--- src/rtl/mem_stage_pkg.sv ---
// Shared constants, encodings and FSM state type for the MEM stage load/store unit.
package mem_stage_pkg;

  localparam logic [2:0] F3_B  = 3'b000;
  localparam logic [2:0] F3_H  = 3'b001;
  localparam logic [2:0] F3_W  = 3'b010;
  localparam logic [2:0] F3_BU = 3'b100;
  localparam logic [2:0] F3_HU = 3'b101;

  localparam logic [1:0] RS_ALU = 2'b00;
  localparam logic [1:0] RS_MEM = 2'b01;
  localparam logic [1:0] RS_PC4 = 2'b10;

  typedef enum logic [0:0] {S_IDLE, S_WAIT} state_e;

  // Access width in bytes; stores treat any non-B/H encoding as a word.
  function automatic logic [2:0] access_bytes(input logic [2:0] funct3, input logic is_store);
    logic [2:0] n;
    n = 3'd4;
    if (funct3 == F3_B || (!is_store && funct3 == F3_BU)) n = 3'd1;
    if (funct3 == F3_H || (!is_store && funct3 == F3_HU)) n = 3'd2;
    return n;
  endfunction

endpackage

--- src/rtl/mem_stage_lsu_if.sv ---
// Data-memory request/acknowledge port between the MEM stage (master) and memory (slave).
interface mem_stage_lsu_if #(
  parameter int unsigned ADDR_W = 32
) ();
  logic              dmem_req;
  logic              dmem_we;
  logic [ADDR_W-1:0] dmem_addr;
  logic [3:0]        dmem_be;
  logic [31:0]       dmem_wdata;
  logic              dmem_ack;
  logic [31:0]       dmem_rdata;

  modport master (
    output dmem_req, dmem_we, dmem_addr, dmem_be, dmem_wdata,
    input  dmem_ack, dmem_rdata
  );

  modport slave (
    input  dmem_req, dmem_we, dmem_addr, dmem_be, dmem_wdata,
    output dmem_ack, dmem_rdata
  );
endinterface

--- src/rtl/mem_lsu_align.sv ---
// Byte-lane steering: store byte enables / lane-replicated data, and load extract + extension.
module mem_lsu_align
  import mem_stage_pkg::*;
(
  input  logic [2:0]  funct3_i,
  input  logic [1:0]  off_i,
  input  logic [31:0] store_data_i,
  input  logic [31:0] rdata_i,
  output logic [3:0]  be_o,
  output logic [31:0] wdata_o,
  output logic [31:0] load_data_o
);

  logic [7:0]  lane_byte;
  logic [15:0] lane_half;

  always_comb begin
    be_o    = 4'b1111;
    wdata_o = store_data_i;
    case (funct3_i)
      F3_B: begin
        be_o    = 4'b0001 << off_i;
        wdata_o = {4{store_data_i[7:0]}};
      end
      F3_H: begin
        be_o    = 4'b0011 << {off_i[1], 1'b0};
        wdata_o = {2{store_data_i[15:0]}};
      end
      default: ;
    endcase
  end

  always_comb begin
    unique case (off_i)
      2'd0:    lane_byte = rdata_i[7:0];
      2'd1:    lane_byte = rdata_i[15:8];
      2'd2:    lane_byte = rdata_i[23:16];
      default: lane_byte = rdata_i[31:24];
    endcase
    lane_half = off_i[1] ? rdata_i[31:16] : rdata_i[15:0];

    load_data_o = rdata_i;
    case (funct3_i)
      F3_B:    load_data_o = {{24{lane_byte[7]}}, lane_byte};
      F3_BU:   load_data_o = {24'b0, lane_byte};
      F3_H:    load_data_o = {{16{lane_half[15]}}, lane_half};
      F3_HU:   load_data_o = {16'b0, lane_half};
      default: ;
    endcase
  end

endmodule

--- src/rtl/mem_stage_lsu.sv ---
// MEM stage with variable-latency data-memory port, stall/flush and MEM/WB register.
// Optional MISALIGN_TRAP_EN: flag misaligned H/W accesses instead of force-aligning them.
module mem_stage_lsu
  import mem_stage_pkg::*;
#(
  parameter int unsigned ADDR_W = 32,
  parameter int unsigned REG_AW = 5
) (
  input  logic              clk,
  input  logic              rst,
  input  logic              valid_m,
  input  logic              reg_write_m,
  input  logic              mem_read_m,
  input  logic              mem_write_m,
  input  logic [1:0]        result_src_m,
  input  logic [2:0]        funct3_m,
  input  logic [REG_AW-1:0] rd_m,
  input  logic [31:0]       pc_plus4_m,
  input  logic [31:0]       alu_result_m,
  input  logic [31:0]       write_data_m,
  input  logic              flush_m,
  output logic              stall_m,
  mem_stage_lsu_if.master   dmem,
`ifdef MISALIGN_TRAP_EN
  output logic              misalign_w,
`endif
  output logic              valid_w,
  output logic              reg_write_w,
  output logic [1:0]        result_src_w,
  output logic [REG_AW-1:0] rd_w,
  output logic [31:0]       pc_plus4_w,
  output logic [31:0]       alu_result_w,
  output logic [31:0]       read_data_w
);

  state_e      state_q, state_d;
  logic        killed_q, killed_d;
  logic        mem_op_raw, mem_op, misalign;
  logic        issue, kill, ack_done;
  logic [1:0]  off;
  logic [31:0] load_data;

  assign off        = alu_result_m[1:0];
  assign mem_op_raw = valid_m & (mem_read_m | mem_write_m);

`ifdef MISALIGN_TRAP_EN
  logic [2:0] nbytes;
  always_comb begin
    nbytes   = access_bytes(funct3_m, mem_write_m);
    misalign = 1'b0;
    if (nbytes == 3'd2) misalign = mem_op_raw & off[0];
    if (nbytes == 3'd4) misalign = mem_op_raw & (off != 2'b00);
  end
`else
  assign misalign = 1'b0;
`endif

  assign mem_op = mem_op_raw & ~misalign;

  mem_lsu_align u_align (
    .funct3_i     (funct3_m),
    .off_i        (off),
    .store_data_i (write_data_m),
    .rdata_i      (dmem.dmem_rdata),
    .be_o         (dmem.dmem_be),
    .wdata_o      (dmem.dmem_wdata),
    .load_data_o  (load_data)
  );

  assign dmem.dmem_req  = issue;
  assign dmem.dmem_we   = mem_write_m;
  assign dmem.dmem_addr = {alu_result_m[ADDR_W-1:2], 2'b00};

  always_comb begin
    state_d  = state_q;
    killed_d = killed_q;
    issue    = 1'b0;
    stall_m  = 1'b0;
    kill     = 1'b0;
    ack_done = 1'b0;
    unique case (state_q)
      S_IDLE: begin
        kill = flush_m;
        if (mem_op && !flush_m) begin
          issue   = 1'b1;
          stall_m = 1'b1;
          state_d = S_WAIT;
        end
      end
      S_WAIT: begin
        // A flush here cannot abort the bus access; it only suppresses writeback.
        kill = killed_q | flush_m;
        if (dmem.dmem_ack) begin
          ack_done = 1'b1;
          killed_d = 1'b0;
          state_d  = S_IDLE;
        end else begin
          stall_m  = 1'b1;
          killed_d = kill;
        end
      end
      default: state_d = S_IDLE;
    endcase
  end

  always_ff @(posedge clk) begin
    if (rst) begin
      state_q      <= S_IDLE;
      killed_q     <= 1'b0;
      valid_w      <= 1'b0;
      reg_write_w  <= 1'b0;
      result_src_w <= '0;
      rd_w         <= '0;
      pc_plus4_w   <= '0;
      alu_result_w <= '0;
      read_data_w  <= '0;
`ifdef MISALIGN_TRAP_EN
      misalign_w   <= 1'b0;
`endif
    end else begin
      state_q  <= state_d;
      killed_q <= killed_d;
      if (stall_m) begin
        valid_w     <= 1'b0;
        reg_write_w <= 1'b0;
`ifdef MISALIGN_TRAP_EN
        misalign_w  <= 1'b0;
`endif
      end else begin
        valid_w      <= valid_m & ~kill;
        reg_write_w  <= reg_write_m & valid_m & ~kill & ~misalign;
        result_src_w <= result_src_m;
        rd_w         <= rd_m;
        pc_plus4_w   <= pc_plus4_m;
        alu_result_w <= alu_result_m;
`ifdef MISALIGN_TRAP_EN
        misalign_w   <= misalign & ~kill;
`endif
      end
      if (ack_done) read_data_w <= load_data;
    end
  end

endmodule

--- src/flat_wrapper.sv ---
// flat-port wrapper written by rule: the top's interface ports become plain ports
module mem_stage_lsu_flat import mem_stage_pkg::*;
#(
  parameter int unsigned ADDR_W = 32,
  parameter int unsigned REG_AW = 5
)
  (clk, rst, valid_m, reg_write_m, mem_read_m, mem_write_m, result_src_m, funct3_m, rd_m, pc_plus4_m, alu_result_m, write_data_m, flush_m, stall_m, valid_w, reg_write_w, result_src_w, rd_w, pc_plus4_w, alu_result_w, read_data_w, dmem_dmem_req, dmem_dmem_we, dmem_dmem_addr, dmem_dmem_be, dmem_dmem_wdata, dmem_dmem_ack, dmem_dmem_rdata);
  mem_stage_lsu_if #(.ADDR_W(ADDR_W)) dmem_i ();
  input  logic clk;
  input  logic rst;
  input  logic valid_m;
  input  logic reg_write_m;
  input  logic mem_read_m;
  input  logic mem_write_m;
  input  logic [1:0] result_src_m;
  input  logic [2:0] funct3_m;
  input  logic [REG_AW-1:0] rd_m;
  input  logic [31:0] pc_plus4_m;
  input  logic [31:0] alu_result_m;
  input  logic [31:0] write_data_m;
  input  logic flush_m;
  output logic stall_m;
  output logic valid_w;
  output logic reg_write_w;
  output logic [1:0] result_src_w;
  output logic [REG_AW-1:0] rd_w;
  output logic [31:0] pc_plus4_w;
  output logic [31:0] alu_result_w;
  output logic [31:0] read_data_w;
  output wire logic [$bits(dmem_i.dmem_req)-1:0] dmem_dmem_req;
  output wire logic [$bits(dmem_i.dmem_we)-1:0] dmem_dmem_we;
  output wire logic [$bits(dmem_i.dmem_addr)-1:0] dmem_dmem_addr;
  output wire logic [$bits(dmem_i.dmem_be)-1:0] dmem_dmem_be;
  output wire logic [$bits(dmem_i.dmem_wdata)-1:0] dmem_dmem_wdata;
  input wire logic [$bits(dmem_i.dmem_ack)-1:0] dmem_dmem_ack;
  input wire logic [$bits(dmem_i.dmem_rdata)-1:0] dmem_dmem_rdata;
  assign dmem_dmem_req = dmem_i.dmem_req;
  assign dmem_dmem_we = dmem_i.dmem_we;
  assign dmem_dmem_addr = dmem_i.dmem_addr;
  assign dmem_dmem_be = dmem_i.dmem_be;
  assign dmem_dmem_wdata = dmem_i.dmem_wdata;
  assign dmem_i.dmem_ack = dmem_dmem_ack;
  assign dmem_i.dmem_rdata = dmem_dmem_rdata;
  mem_stage_lsu #(.ADDR_W(ADDR_W), .REG_AW(REG_AW)) u_core (.clk(clk), .rst(rst), .valid_m(valid_m), .reg_write_m(reg_write_m), .mem_read_m(mem_read_m), .mem_write_m(mem_write_m), .result_src_m(result_src_m), .funct3_m(funct3_m), .rd_m(rd_m), .pc_plus4_m(pc_plus4_m), .alu_result_m(alu_result_m), .write_data_m(write_data_m), .flush_m(flush_m), .stall_m(stall_m), .dmem(dmem_i), .valid_w(valid_w), .reg_write_w(reg_write_w), .result_src_w(result_src_w), .rd_w(rd_w), .pc_plus4_w(pc_plus4_w), .alu_result_w(alu_result_w), .read_data_w(read_data_w));
endmodule
--- config.mk ---
export PLATFORM = sky130hd
export DESIGN_NAME = mem_stage_lsu_flat
export DESIGN_NICKNAME = d
export VERILOG_FILES = /design/src/rtl/mem_stage_pkg.sv /design/src/rtl/mem_stage_lsu_if.sv /design/src/rtl/mem_lsu_align.sv /design/src/rtl/mem_stage_lsu.sv /design/src/flat_wrapper.sv
export SDC_FILE = /design/constraint.sdc
export NUM_CORES = 1
export LEC_CHECK = 0
export ABC_AREA = 1
export BUFFER_PORTS_ARGS = -buffer_cell sky130_fd_sc_hd__buf_4
export CORE_AREA = 4 4 122 124
export DETAILED_ROUTE_END_ITERATION = 8
export DIE_AREA = 0 0 126 128
export GPL_TIMING_DRIVEN = 0
export PLACE_DENSITY = 0.77
export SYNTH_ARGS = -nofsm -noshare
export SYNTH_HDL_FRONTEND = slang
export SYNTH_SLANG_ARGS = --single-unit
export TNS_END_PERCENT = 20
--- constraint.sdc ---
create_clock -name clk -period 1.35 [get_ports clk]
set_input_delay 0.2025 -clock clk [delete_from_list [all_inputs] [get_ports clk]]
set_output_delay 0.2025 -clock clk [all_outputs]
set_load 0.03 [all_outputs]
==> impl_metrics.toml, run 1 <==
[die]
dieArea_mm2 = 0.01613
rows = 43
die_y_um = 128
coreArea_mm2 = 0.01377
io_pins = 322
start_util_pct = 38.63
die_w_um = 126

[outcome]
status = "finished with violations"
violations = "setup timing"

[sta]
finalMaxSlewViolations = 0
hold_viol = 0
finalSetupViolations = 27
fin_ws_ns = -0.2068
rsz0062_at_grt = "true"
skew_ns = 0.005975
tightestPinTransition_ns = 0.5711
post-route-period-util_pct = 115.3
fin_hold_ws_ns = 0.08694
min_period_ns = 1.557
slew_headroom_pct = 61.92
fmax_ghz = 0.6424

[detailed_routing]
wire_per_inst_um = 15.67
drt_iter0_drc = 322
wirelength_um = 20340
num_vias = 6205
route.detailed.drc = 0
ant_nets = 0
via_per_inst = 4.780
firstDrtPassIters = 5

[synth]
synth.avg_cell_area_um2 = 7.028
synth-seq-area-share_pct = 40.26
ys_seq_elements = 107
synth_cells = 757
synth_top_family_by_area = "simple AND/OR/NAND/NOR gates"
synth_adder_area_share_pct = 0
ys_warn_count = 0
synth_xor_area_share_pct = 0
synth.distinct_cells = 30
synth_compound_area_share_pct = 14.44
synth-simple-area-share_pct = 25.94
synth.area.mux_share_pct = 0
synth_area_mm2 = 0.005320

[finish]
finalInstanceArea_mm2 = 0.008975
syn_to_final_growth_pct = 68.70
fin_util_pct = 65.16
nets = 1259
fin_cells = 1298
diodes = 0
fill_cells = 1229
drive_above_1_share_pct = 44.19

[clocking]
htree_levels = 3
clkTransAtPathRegs_ns = 0.07
cts_buffers = 9
root_buffer = "clkbuf_16"
clock_latency_ns = 0.35
cts_buffer_depth = 2
ctsHoldBuffers = 0
cts.sink_count = 107
cts_tree = "built"

[placed_design]
gp_congestion = 0.8843
place_hpwl_um = 15490
dp_cells = 1256
place_area_mm2 = 0.007944
pre_cts_ws_ns = -0.3179
port_buffers = 318

[worst_setup_path]
end_kind = "primary output"
cp_slowest_stage_delay_ns = 0.36
crit_fanout = 3
crit_required_ns = 1.15
critical_path.most_common_cell = "buf_6"
rr_worst_depth = 7
path_buf_inv = 2
crit_chain = "nor3_4 > o21ai_4 > nand2_4 > buf_6 > buf_6"
crit_cells = 5
critical-path-top-delay-family = "flip-flops"
cp-start-kind = "flop"
path_class = "flop to primary output"
critical_path_arrival_ns = 1.35
cpMaxStageDelayCell = "dfxtp_4"

[global_routing]
grt_pass1_wl_um = 30420
grt_max_degree = 19
grt_pass1_vias = 5901
grt_usage_pct = 23.28
overflow = 0
antenna_found_initial = 0

[worst_hold_path]
min_delay_path_depth = 3
hold_path.class = "primary input to flop"

[power_and_ir_drop]
power.leakage_nw = 4.745
power.density_mw_per_mm2 = 999.5
ir_drop_uv = 513.2

[flow_run]
max_cap_viol_count = 0
## through the flow
step                total power, mW  setup TNS [ns]
detailed placement            5.997          -15.81
global route                  9.344          -6.932
floorplan                     4.897          -1.467
global placement              5.977          -13.10
finish                        8.971          -1.401
CTS                           8.930          -2.287
## cell families (layout without fill, tap and decap cells)
group | count (synthesis) | in the layout
AOI/OAI and AO/OA | 146 | 146
buffers and inverters | 204 | 563
DFF | 107 | 107
other | 1 | 2
and+or+nand+nor | 299 | 300
## layout by cell type (no fill, tap or decap), types with 3 or more instances in the layout
| master | instances |
|---|---|
| o211ai_1 | 7 |
| buf_1 | 8 |
| dfxtp_1 | 106 |
| nand2_8 | 3 |
| nor2_1 | 43 |
| nor2_4 | 5 |
| clkbuf_16 | 9 |
| buf_6 | 44 |
| buf_8 | 11 |
| clkbuf_1 | 3 |
| nand2_4 | 5 |
| o21ai_1 | 74 |
| nand3_4 | 4 |
| o21ai_0 | 15 |
| inv_6 | 4 |
| nand2_1 | 111 |
| nand3_2 | 6 |
| inv_1 | 111 |
| buf_4 | 352 |
| nand3_1 | 103 |
| nand2_2 | 14 |
| o21ai_2 | 10 |
| a21oi_1 | 36 |
| inv_2 | 6 |
## cells in the mapped netlist (all sizes together)
library cell,number,share of area (%)
o22ai,2,0.35
dfxtp,107,40
inv,122,8.6
o211ai,7,0.99
nor2,49,4.2
nand3b,1,0.14
clkbuf,4,0.28
nor3,2,0.28
nand2,133,9.9
a21oi,37,3.5
buf,78,10
conb,1,0.070
or2,2,0.24
o21ai,100,9.6
nand3,112,11
## worst reg2reg max path, delay by kind of cell, from the launching register on
kind,cells,cell delay [ns]
AOI/OAI and AO/OA,2,0.23
buffers and inverters,2,0.33
and+or+nand+nor,3,0.36
DFF,1,0.36
## routing by layer
| metal | track usage (%) | routed length, um |
|---|---|---|
| met2 | 41.41 | 10370 |
| met1 | 26.74 | 7634 |
| met4 | 8.139 | 459 |
| met3 | 6.667 | 1878 |
| met5 | 0 | 0 |
## state kept, by name, summed over array words and instances, names as in the netlist
register,count
u_core.result_src_w,2
u_core.state_q,1
u_core.read_data_w,32
u_core.reg_write_w,1
u_core.valid_w,1
u_core.alu_result_w,32
u_core.pc_plus4_w,32
u_core.rd_w,5
u_core.killed_q,1
## timing repair
action / CTS / global route
gates resized for setup: 81 / 62
buffers inserted: 15 / 8
pin swaps: 12 / 14
gates cloned: 3 / 1
setup endpoints to repair: 122 / 122
## final timing paths
| path | to | slack (ns) | start |
|---|---|---|---|
| hold / removal | u_core.result_src_w[1] | 0.09 | result_src_m[1] |
| hold reg to reg | u_core.read_data_w[3] | 0.46 | u_core.read_data_w[3] |
| setup reg to reg | u_core.result_src_w[0] | 0 | u_core.state_q |
| setup / recovery | stall_m | -0.21 | u_core.state_q |
## power breakdown
part / total (mW) / leakage [nW] / internal, mW / switching [mW]
Combinational: 2.76 / 3.71 / 1.18 / 1.58
Clock: 2.76 / 0.151 / 1.51 / 1.25
Sequential: 3.45 / 0.882 / 3.35 / 0.102
Total: 8.97 / 4.75 / 6.05 / 2.92
## cell type report
| cell class | count | area (um^2) | area share, % |
|---|---|---|---|
| repair buffers | 343 | 2755 | 30.70 |
| multi-input cells | 448 | 2362 | 26.32 |
| clock buffers | 10 | 239.0 | 2.663 |
| well taps | 180 | 225.2 | 2.509 |
| clock inverters | 6 | 71.32 | 0.7946 |
| flip-flops and latches | 107 | 2146 | 23.91 |
| plain buffers | 82 | 699.4 | 7.793 |
| inverters | 122 | 476.7 | 5.312 |
(Power assumes the default switching activity.)
==> inputs of run 2 (changes only) <==
Settings changed: ABC_AREA 1 to unset, CORE_AREA 4 4 122 124 to 4 4 124 126, DIE_AREA 0 0 126 128 to 0 0 128 130, PLACE_DENSITY 0.77 to 0.73.
==> impl_metrics.toml, run 2 <==
[die]
io_pins = 322
die_w_um = 128
dieArea_mm2 = 0.01664
start_util_pct = 35.36
coreArea_mm2 = 0.01431
die_y_um = 130
rows = 44

[clocking]
cts_buffer_depth = 2
ctsHoldBuffers = 0
root_buffer = "clkbuf_16"
clock_latency_ns = 0.35
cts_tree = "built"
htree_levels = 3
cts_buffers = 9
clkTransAtPathRegs_ns = 0.07
cts.sink_count = 107

[synth]
netlist_top_cells_count = "nand2_1 (168), dfxtp_1 (107), a21oi_1 (88)"
synth_edf_count = 0
ys_warn_count = 0
synth.distinct_cells = 39
synth.avg_cell_area_um2 = 8.021
synth_area_mm2 = 0.005061
ys_seq_elements = 107
async_flop_share_pct = 0
synth_area_leader_cell = "dfxtp_1"
synth_most_common_cell = "nand2_1"
synth_cells = 631
synth-seq-area-share_pct = 42.32
synth_top_area_share_pct = 42.32
synth_area_leaders = "dfxtp_1 (42%), nand2_1 (12%), a21oi_1 (8.7%), buf_4 (6.1%), mux2_2 (5.6%)"
synthFlopType = "dfxtp_1"

[finish]
finalInstanceArea_mm2 = 0.008907
fill_cells = 1264
diodes = 0
final_common_cell = "buf_4"
most-common-layout-cells = "buf_4 (353), nand2_1 (159), dfxtp_1 (106)"
multi_input_area_mm2 = 0.002725
nets = 1124
register_area_mm2 = 0.002146
drive_above_1_share_pct = 52.80
reg_top3 = "u_core.alu_result_w (32), u_core.pc_plus4_w (32), u_core.read_data_w (32)"
syn_to_final_growth_pct = 76.00

[power_and_ir_drop]
power_frac_seq_pct = 39.0
ir_drop_uv = 524.4
power.density_mw_per_mm2 = 994.0
intPower_mw = 6.052
switching_share_pct = 31.65
power.leakage_nw = 4.147
combPwrFrac_pct = 32.0
p_clk_share_pct = 29.1
switching_power_mw = 2.802

[sta]
fin_ws_ns = -0.2420
slew_headroom_pct = 56.03
tightestPinTransition_ns = 0.6595
fmax_ghz = 0.6281
rsz0062_at_grt = "true"
skew_ns = 0.009463
finalMaxSlewViolations = 0
post-route-period-util_pct = 117.9
finalSetupViolations = 100
hold_viol = 0
min_period_ns = 1.592

[worst_setup_path]
end_kind = "primary output"
crit_required_ns = 1.15
reg2reg_to = "u_core.alu_result_w[3]"
rr_worst_depth = 8
startpoint = "u_core.state_q"
cp-start-kind = "flop"
reg2reg_slack_ns = -0.17
path_class = "flop to primary output"
r2r_start = "u_core.state_q"
crit_fanout = 5
critical_path_arrival_ns = 1.39

[detailed_routing]
wirelength_um = 20040
drt_iter0_drc = 249
route.detailed.drc = 0
num_vias = 5779
via_per_inst = 4.961
ant_nets = 0
firstDrtPassIters = 5
wire_per_inst_um = 17.20

[worst_hold_path]
hold_path.class = "primary input to flop"
min_delay_path_depth = 2
min_from = "reg_write_m"
holdPathEnd = "u_core.reg_write_w"

[global_routing]
antenna_found_initial = 0
grt_max_degree = 17
grt_pass1_vias = 5537
grt_usage_pct = 22.40
overflow = 0
grt_pass1_wl_um = 29240

[flow_run]
max_cap_viol_count = 0

[placed_design]
place_area_mm2 = 0.007899
pre_cts_ws_ns = -0.5811
gp_congestion = 0.8672
port_buffers = 316
place_hpwl_um = 15300

[outcome]
status = "finished with violations"
violations = "setup timing"
[run 2: per-layer routing]
| metal | global-route usage, % | part of all wire (%) | vias to the layer above |
|---|---|---|---|
| met4 | 7.491 | 2.6 | 0 |
| met3 | 5.935 | 9.3 | 33 |
| met5 | 0 | 0 | - |
| met1 | 25.74 | 37 | 2678 |
| li1 | - | - | 2787 |
| met2 | 40.42 | 51 | 281 |
[run 2: metrics by stage]
stage | power [mW] | util (%) | instances | hold WS, ns | setup TNS [ns]
floorplan | 4.957 | - | 632 | 0.3242 | -1.317
global placement | 6.018 | 55.18 | 1132 | 0.4066 | -52.15
detailed placement | 6.041 | 55.18 | 1132 | 0.4077 | -52.13
CTS | 8.770 | 59.34 | 1154 | 0.03706 | -13.41
global route | 9.238 | 62.23 | 1165 | 0.05301 | -17.30
finish | 8.854 | 62.23 | 1165 | 0.05221 | -9.493
[run 2: power by group through the flow]
stage	Sequential (mW)	Clock [mW]	Combinational, mW
2_1_floorplan	3.88	0	1.08
3_3_place_gp	3.51	0	2.51
3_5_place_dp	3.51	0	2.53
4_1_cts	3.44	2.65	2.68
5_1_grt	3.47	2.76	3.01
6_report	3.45	2.57	2.83
[run 2: logic make-up (layout without fill, tap and decap cells)]
family / after synthesis / count (layout) / share of synthesized area (%)
compound gates: 151 / 151 / 19.28
buf+inv: 95 / 444 / 10.68
flops: 107 / 107 / 42.32
mux: 36 / 36 / 7.985
other cells: 1 / 2 / 0.07409
simple gates: 241 / 241 / 19.65
[run 2: worst max-delay path by stage]
stage | depth (start not counted) | slack [ns] | endpoint
finish | 5 | -0.24 | stall_m
global route | 5 | -0.30 | stall_m
CTS | 5 | -0.26 | stall_m
detailed placement | 7 | -0.58 | u_core.pc_plus4_w[28]
global placement | 7 | -0.59 | u_core.pc_plus4_w[28]
floorplan | 5 | -0.04 | u_core.read_data_w[14]
[run 2: critical path: stages (launching register included)]
cell and delay [ns]:
dfxtp_4 0.36, o31a_1 0.28, buf_6 0.14, inv_8 0.05
buf_8 0.09, buf_6 0.12
[run 2: area by class of cell]
cell class | count | share of cell area, %
multi-input combinational | 430 | 30.59
timing repair buffer | 335 | 30.75
sequential | 107 | 24.09
tap | 184 | 2.585
clock buffer | 10 | 2.571
clock inverter | 4 | 0.5759
inverter | 4 | 0.2528
buffer | 91 | 8.583
[run 2: what timing repair did]
| item | 4_1_cts | 5_1_grt |
|---|---|---|
| endpoints found under the hold margin | 0 | 0 |
| endpoints found under the setup margin | 137 | 133 |
| resized for setup | 64 | 75 |
| gates cloned | 2 | 6 |
| pin swaps | 2 | 23 |
| buffers inserted | 6 | 5 |
